### config.mk
export PLATFORM = sky130hd
export DESIGN_NAME = jtframe_sdram_rdctrl
export DESIGN_NICKNAME = d
export VERILOG_FILES = /design/src/rtl/jtframe_sdram_rdctrl.sv
export SDC_FILE = /design/constraint.sdc
export NUM_CORES = 1
export LEC_CHECK = 0
export ABC_AREA = 1
export CAP_MARGIN = 30
export CORE_MARGIN = 4
export CORE_UTILIZATION = 58
export DETAILED_ROUTE_END_ITERATION = 10
export PLACE_DENSITY = 0.92
export REMOVE_ABC_BUFFERS = 1
export SLEW_MARGIN = 20
export SYNTH_ARGS = -nofsm -noshare
export SYNTH_HDL_FRONTEND = slang
export SYNTH_SLANG_ARGS = --single-unit
### constraint.sdc
create_clock -name clk -period 8.9 [get_ports clk]
set_input_delay 1.335 -clock clk [delete_from_list [all_inputs] [get_ports clk]]
set_output_delay 1.335 -clock clk [all_outputs]
set_load 0.02 [all_outputs]
### src/rtl/jtframe_sdram_rdctrl.sv
// Read-only SDRAM controller: power-up init, periodic auto-refresh, and
// ACTIVE + READ-with-auto-precharge bursts of two 16-bit beats per request.
module jtframe_sdram_rdctrl #(
  parameter int SDRAMW    = 22,
  parameter int CL        = 2,
  parameter int TRCD      = 2,
  parameter int TRP       = 2,
  parameter int TRFC      = 7,
  parameter int REFCNT    = 370,
  parameter int INIT_WAIT = 4800
) (
  input  logic              rst,
  input  logic              clk,
  input  logic              req,
  input  logic [SDRAMW-1:0] addr,
  output logic              ack,
  output logic              data_rdy,
  output logic [31:0]       data_read,
  input  logic [15:0]       sdram_dq,
  output logic [12:0]       sdram_a,
  output logic [1:0]        sdram_ba,
  output logic [1:0]        sdram_dqm,
  output logic              sdram_ncs,
  output logic              sdram_nras,
  output logic              sdram_ncas,
  output logic              sdram_nwe
);

  localparam logic [3:0] CMD_INHIBIT = 4'b1111;
  localparam logic [3:0] CMD_NOP     = 4'b0111;
  localparam logic [3:0] CMD_ACT     = 4'b0011;
  localparam logic [3:0] CMD_READ    = 4'b0101;
  localparam logic [3:0] CMD_PRE     = 4'b0010;
  localparam logic [3:0] CMD_REF     = 4'b0001;
  localparam logic [3:0] CMD_MRS     = 4'b0000;

  localparam logic [2:0]  CL_BITS = 3'(CL);
  localparam logic [12:0] MRS_VAL = {3'b000, 1'b1, 2'b00, CL_BITS, 1'b0, 3'b001};

  // Last READ-state count before IDLE: never before data_rdy, and at least
  // TRP cycles after the final beat so the auto-precharge has completed.
  localparam int RD_END = (TRP > 2) ? CL + TRP - 1 : CL + 1;

  typedef enum logic [2:0] {
    S_INIT_WAIT,
    S_INIT_PRE,
    S_INIT_REF,
    S_INIT_MRS,
    S_IDLE,
    S_REFRESH,
    S_ACTIVE,
    S_READ
  } state_t;

  state_t      state;
  logic [15:0] cnt;
  logic [15:0] refcnt;
  logic        ref_pending;
  logic        init_done;
  logic        second_ref;
  logic [8:0]  col;
  logic [15:0] beat0;
  logic [15:0] beat1;
  logic [3:0]  cmd;

  assign {sdram_ncs, sdram_nras, sdram_ncas, sdram_nwe} = cmd;
  assign sdram_ba = 2'b00;

  always_ff @(posedge clk or posedge rst) begin
    if (rst) begin
      // NOTE: the data holding registers are reset too; they are few and it
      // keeps data_read deterministic after an aborted access.
      state       <= S_INIT_WAIT;
      cnt         <= '0;
      refcnt      <= 16'(REFCNT);
      ref_pending <= 1'b0;
      init_done   <= 1'b0;
      second_ref  <= 1'b0;
      col         <= '0;
      beat0       <= '0;
      beat1       <= '0;
      cmd         <= CMD_INHIBIT;
      sdram_a     <= '0;
      sdram_dqm   <= 2'b11;
      ack         <= 1'b0;
      data_rdy    <= 1'b0;
      data_read   <= '0;
    end else begin
      ack      <= 1'b0;
      data_rdy <= 1'b0;
      cmd      <= CMD_NOP;

      case (state)
        S_INIT_WAIT: begin
          if (cnt == 16'(INIT_WAIT)) begin
            cmd     <= CMD_PRE;
            sdram_a <= 13'h0400;
            cnt     <= '0;
            state   <= S_INIT_PRE;
          end else begin
            cnt <= cnt + 16'd1;
          end
        end

        S_INIT_PRE: begin
          if (cnt == 16'(TRP)) begin
            cmd        <= CMD_REF;
            cnt        <= '0;
            second_ref <= 1'b0;
            state      <= S_INIT_REF;
          end else begin
            cnt <= cnt + 16'd1;
          end
        end

        S_INIT_REF: begin
          if (cnt == 16'(TRFC - 1)) begin
            cnt <= '0;
            if (!second_ref) begin
              cmd        <= CMD_REF;
              second_ref <= 1'b1;
            end else begin
              cmd     <= CMD_MRS;
              sdram_a <= MRS_VAL;
              state   <= S_INIT_MRS;
            end
          end else begin
            cnt <= cnt + 16'd1;
          end
        end

        S_INIT_MRS: begin
          if (cnt == 16'd1) begin
            sdram_dqm <= 2'b00;
            init_done <= 1'b1;
            state     <= S_IDLE;
          end else begin
            cnt <= cnt + 16'd1;
          end
        end

        S_IDLE: begin
          if (ref_pending) begin
            cmd         <= CMD_REF;
            ref_pending <= 1'b0;
            cnt         <= '0;
            state       <= S_REFRESH;
          end else if (req) begin
            cmd     <= CMD_ACT;
            sdram_a <= 13'(addr[SDRAMW-1:9]);
            col     <= addr[8:0] & 9'h1FE;
            ack     <= 1'b1;
            cnt     <= '0;
            state   <= S_ACTIVE;
          end
        end

        S_REFRESH: begin
          if (cnt == 16'(TRFC - 2)) state <= S_IDLE;
          else                      cnt   <= cnt + 16'd1;
        end

        S_ACTIVE: begin
          if (cnt == 16'(TRCD - 1)) begin
            cmd     <= CMD_READ;
            sdram_a <= {4'b0010, col};
            cnt     <= '0;
            state   <= S_READ;
          end else begin
            cnt <= cnt + 16'd1;
          end
        end

        S_READ: begin
          cnt <= cnt + 16'd1;
          if (cnt == 16'(CL - 1)) beat0 <= sdram_dq;
          if (cnt == 16'(CL))     beat1 <= sdram_dq;
          if (cnt == 16'(CL + 1)) begin
            data_read <= {beat1, beat0};
            data_rdy  <= 1'b1;
          end
          if (cnt == 16'(RD_END)) state <= S_IDLE;
        end

        default: state <= S_INIT_WAIT;
      endcase

      // NOTE: the timer sits after the FSM so that an expiry in the same cycle
      // a REF is issued wins over the clear (last non-blocking write wins).
      if (init_done) begin
        if (refcnt == 16'd1) begin
          refcnt      <= 16'(REFCNT);
          ref_pending <= 1'b1;
        end else begin
          refcnt <= refcnt - 16'd1;
        end
      end
    end
  end

endmodule
# Word-level counts from Yosys, hierarchy flattened
# Index checks and enable logic that the tools add are counted.
dict set report classes {
  n_reduce_logical 12
  muxes 47
  n_bitwise 1
  eq_ne 27
  add_sub_neg 2
}
# cell count
set op_table {}
lappend op_table {{16-bit two-way mux} 9}
lappend op_table {{16-bit one-hot mux with 8 select lines} 1}
lappend op_table {{13-bit two-way mux} 6}
lappend op_table {{13-bit one-hot mux with 4 select lines} 1}
lappend op_table {{3-bit two-way mux} 15}
lappend op_table {{16-bit by 1-bit equality test with 1-bit output, second input constant} 2}
lappend op_table {{16-bit by 2-bit equality test with 1-bit output, second input constant} 2}
lappend op_table {{16-bit by 3-bit equality test with 1-bit output, second input constant} 2}
lappend op_table {{2-bit inequality test, second input constant} 12}
lappend op_table {{3-bit one-hot mux with 8 select lines} 1}
lappend op_table {{16-bit by 1-bit adder with 16-bit output, second input constant} 1}
lappend op_table {{16-bit by 13-bit equality test with 1-bit output, second input constant} 1}
lappend op_table {{16-bit by 1-bit subtractor with 16-bit output, second input constant} 1}
lappend op_table {{3-bit one-hot mux with 5 select lines} 1}
lappend op_table {{3-bit equality test, second input constant} 4}
lappend op_table {{1-bit two-way mux} 11}
lappend op_table {{3-bit AND reduction} 3}
lappend op_table {{9-bit AND reduction} 1}
lappend op_table {{2-bit AND reduction} 4}
lappend op_table {{7-bit AND reduction} 1}
lappend op_table {{3-bit by 2-bit equality test with 1-bit output, second input constant} 2}
lappend op_table {{4-bit nonzero test} 1}
lappend op_table {{3-bit by 1-bit equality test with 1-bit output, second input constant} 1}
lappend op_table {{3-bit zero test} 1}
lappend op_table {{5 further kinds} 5}
dict set report totals {
  regBits 131
  input_bits 41
  output_inout_bits 55
}

# Logic depth before layout (Yosys ltp)
dict set report logic_depth {
  word_depth 4
  mapped_depth 12
  depth_no_buf 11
}

# Least setup slack after synthesis
# OpenSTA, ideal clock, no wires.
dict set report synth_timing {
  path_type {in2reg}
  start {input port req}
  end {register sdram_a[5]}
  path_slack_ps 6740
  path_buffers 1
  arrival_time_ps 2040
  path_stages 10
  path_cell_list {inv_1 > nor2_1 > o21ai_0 > inv_1 > nand3_2 > nor2_4 > inv_2 > buf_6 > nand2_1 > nand2_1}
}
dict set report synth_between {
  elab_chain_cells 2
}
# item line
set synth_rtl {}
lappend synth_rtl {{from (decl)} 14} ;# input logic req,
lappend synth_rtl {{2-bit inequality test (no source line)} n/a}
lappend synth_rtl {{7-bit AND reduction (no source line)} n/a}
lappend synth_rtl {{to (signal assigned)} 150} ;# sdram_a <= 13'(addr[SDRAMW-1:9]);
lappend synth_rtl {{to (signal assigned)} 166} ;# sdram_a <= {4'b0010, col};
lappend synth_rtl {{to (decl)} 20} ;# output logic [12:0] sdram_a,
# Every way passes these cells.
# A chain may end at the register's enable or synchronous reset.

# Worst setup path in the final report
dict set report layout_timing {
  start {register sdram_dqm[0]}
  end {output port sdram_dqm[0]}
}
# item line
set layout_rtl {}
lappend layout_rtl {{from (decl)} 22} ;# output logic [1:0] sdram_dqm,
lappend layout_rtl {{from (signal assigned)} 84} ;# sdram_dqm <= 2'b11;
lappend layout_rtl {{from (signal assigned)} 134} ;# sdram_dqm <= 2'b00;
# No word-level cell between the ends.

==> results.txt <==
Total GRT Usage -> 26.35%
Post-CTS Setup Repair Bufs -> 0
EDFF count, synth -> 0
wire length after detailed routing -> 15,890 um
CTS H-tree depth -> 4
Die X -> 111.6 um
Yosys warnings -> 0
cts repair resizes -> 0
Startpoint Class -> flop
CTS root buffer -> clkbuf_8
overall power -> 2.410 mW
Row Count -> 37
initial antenna violation count -> 0
CORE AREA -> 0.01037 mm2
nets -> 926
Post-Syn Instances -> 786
IO Pins -> 96
Final Hold Viols -> 0
min-delay worst type -> reg2reg
Final Cell Area -> 0.007826 mm2
Synth Cell Area -> 0.006225 mm2
commonest non-fill, non-tap cell in the layout -> nand2_1
cts hold-fix bufs -> 0
delay-heaviest family, CP -> buffers and inverters
Area Growth Syn to Fin -> 25.73%
Slew @ Worst Pin -> 0.7002 ns
register bit count reported by yosys -> 130
setup_tns -> 0 ns
DRC violations left -> 0
Max FO, Critical Path -> 3
CTS Sinks -> 130
Die ar. -> 0.01245 mm2
Pre-Repair DR Iteration Count -> 5
largest net degree at the start of global routing -> 49
TritonCTS Buffers -> 17
CP Data Arrival Time -> 1.67 ns
Initial Util -> 60.03%
R2R Path End -> data_read[24]
ys async rst share -> 100.0%
grt total ovfl -> 0
setup violators final -> 0
f_max -> 332.5 MHz
Worst Hold Path EP -> data_read[20]
most frequent cells in the layout -> 293 x nand2_1, 120 x dfrtp_1, 92 x clkdlybuf4s50_1, 78 x inv_1, 71 x o21ai_0
hold path depth -> 2
slowest cell on the critical path -> clkdlybuf4s50_1
sequential share of power -> 38.5%
Post-synth top flop -> dfrtp_1
CTS tree -> done
DR iter-0 viols -> 505
Slew headroom -> 53.27%
first-pass GRT wire length -> 26,630 um
crit path time final -> 3.008 ns
switching power -> 0.9482 mW
port buffer count -> 92
Clock Power Share -> 28.0%
worst reg2reg startpoint -> state[1]
n_diodes -> 0
outcome -> completed
Final Slew Violations -> 0
Critical path buffers and inverters -> 1
Clk Latency, worst-skew pair -> 0.53 ns
WP data required -> 7.57 ns
chip height -> 111.6 um
Combinational Power Share -> 33.5%
detailed placer's ending HPWL -> 10,230 um
HP Start -> beat1[4]
CP max stage delay -> 0.60 ns
DR vias/cell -> 5.517
via count -> 5,671
max-cap check violation count -> 0
final worst-path cycle share -> 33.79%
Max IR drop VDD -> 0.0002522 V
R2R Setup Slk -> 5.91 ns
Util after Layout -> 75.47%
CP Cell Sequence -> clkdlybuf4s50_1
Clock Pin Slew Worst Setup and Hold Paths -> 0.07 ns
pwr/cell area -> 307.9 mW/mm2
Max Root-Sink Buffers -> 2
DP Area -> 0.007259 mm2
unrepaired setup endpoints after global routing -> no
Synth cell types -> 31
Sw Ratio -> 39.34%
DR WL/cell -> 15.45 um
Final Skew -> 0.01019 ns
Final Wtd Congestion -> 0.9038
P_leak -> 3.925 nW
post-synthesis sequential area ratio -> 52.46%
R2R cell count -> 7
Synth Area per Inst -> 7.919 um2
CP endpoint kind -> output port
share of layout cells above drive strength 1 -> 7.960%
CP Class -> reg2out
number of global-route vias before repair -> 5,776
Routed Antenna Nets -> 0
cell internal pwr -> 1.462 mW
## cell families (layout without fill, tap and decap cells)
group	count (synthesis)	after routing	share of synthesized area (%)
AOI/OAI and AO/OA	93	93	8.261
xor gates and xnor gates	5	5	0.7036
adders and majority gates	6	6	1.206
buffers and inverters	107	211	7.176
DFF	130	130	52.46
other	1	3	0.06024
and+or+nand+nor	444	444	30.13
## state kept, by name, summed over array words and instances, names as in the netlist
signal       flops
state            3
ref_pending      1
sdram_a         13
cnt             16
beat0           16
beat1           16
init_done        1
cmd              4
col              8
second_ref       1
data_read       32
ack              1
data_rdy         1
refcnt          16
sdram_dqm        1
## how the worst max path moves through the flow
stage	from	end	slack, ns	cells past startpoint
2_1_floorplan	rst	ack	4.11	1
3_3_place_gp	rst	col[7]	5.61	3
3_5_place_dp	req	cnt[2]	5.72	8
4_1_cts	sdram_dqm[0]	sdram_dqm[0]	5.87	1
5_1_grt	state[1]	data_read[24]	5.73	7
6_report	sdram_dqm[0]	sdram_dqm[0]	5.89	1
## power groups by stage
| stage | combinational (mW) | sequential (mW) | clock (mW) |
|---|---|---|---|
| 3_3_place_gp | 0.750 | 0.914 | 0 |
| 5_1_grt | 0.899 | 0.947 | 0.706 |
| 2_1_floorplan | 0.367 | 0.997 | 0 |
| 4_1_cts | 0.813 | 0.922 | 0.679 |
| 3_5_place_dp | 0.789 | 0.922 | 0 |
| 6_report | 0.808 | 0.927 | 0.674 |
## synthesized netlist by cell type (6+ instances only)
master | n | share of area (%)
nand2_2 | 7 | 0.70
nand3_1 | 49 | 3.9
dfstp_2 | 10 | 4.2
o21ai_0 | 71 | 5.7
nand2_1 | 293 | 18
nor2_1 | 54 | 3.3
inv_1 | 79 | 4.8
clkbuf_1 | 13 | 0.78
ha_1 | 6 | 1.2
a21oi_1 | 6 | 0.48
o311ai_0 | 6 | 0.84
dfrtp_1 | 120 | 48
nand4_1 | 14 | 1.4
o31ai_1 | 7 | 0.84
nor2_2 | 6 | 0.60
buf_4 | 7 | 0.84
nor3_1 | 10 | 0.80
## metrics by stage
step	instances	worst slack [ns]	hold WS [ns]
6_report	1028	5.892	0.4678
5_1_grt	1028	5.726	0.4897
4_1_cts	1028	5.870	0.4680
3_5_place_dp	996	5.723	0.4573
3_3_place_gp	992	5.609	0.4467
2_1_floorplan	763	4.112	0.4422
## cell type report
class                           count  area (um2)
Sequential cell                   130        3266
Fill cell                         685        2544
Multi-Input combinational cell    551        2520
Timing Repair Buffer               97       993.5
Clock buffer                       17       414.1
Inverter                           82       310.3
Tap cell                          136       170.2
Clock inverter                     15       152.6
## routing by layer
layer	wire length [um]	global-route usage [%]
met1	6493	32.55
met5	0	0
met2	7943	44.51
met4	443	10.79
met3	1005	6.576
No activity file was read; power rests on OpenSTA's default activity.
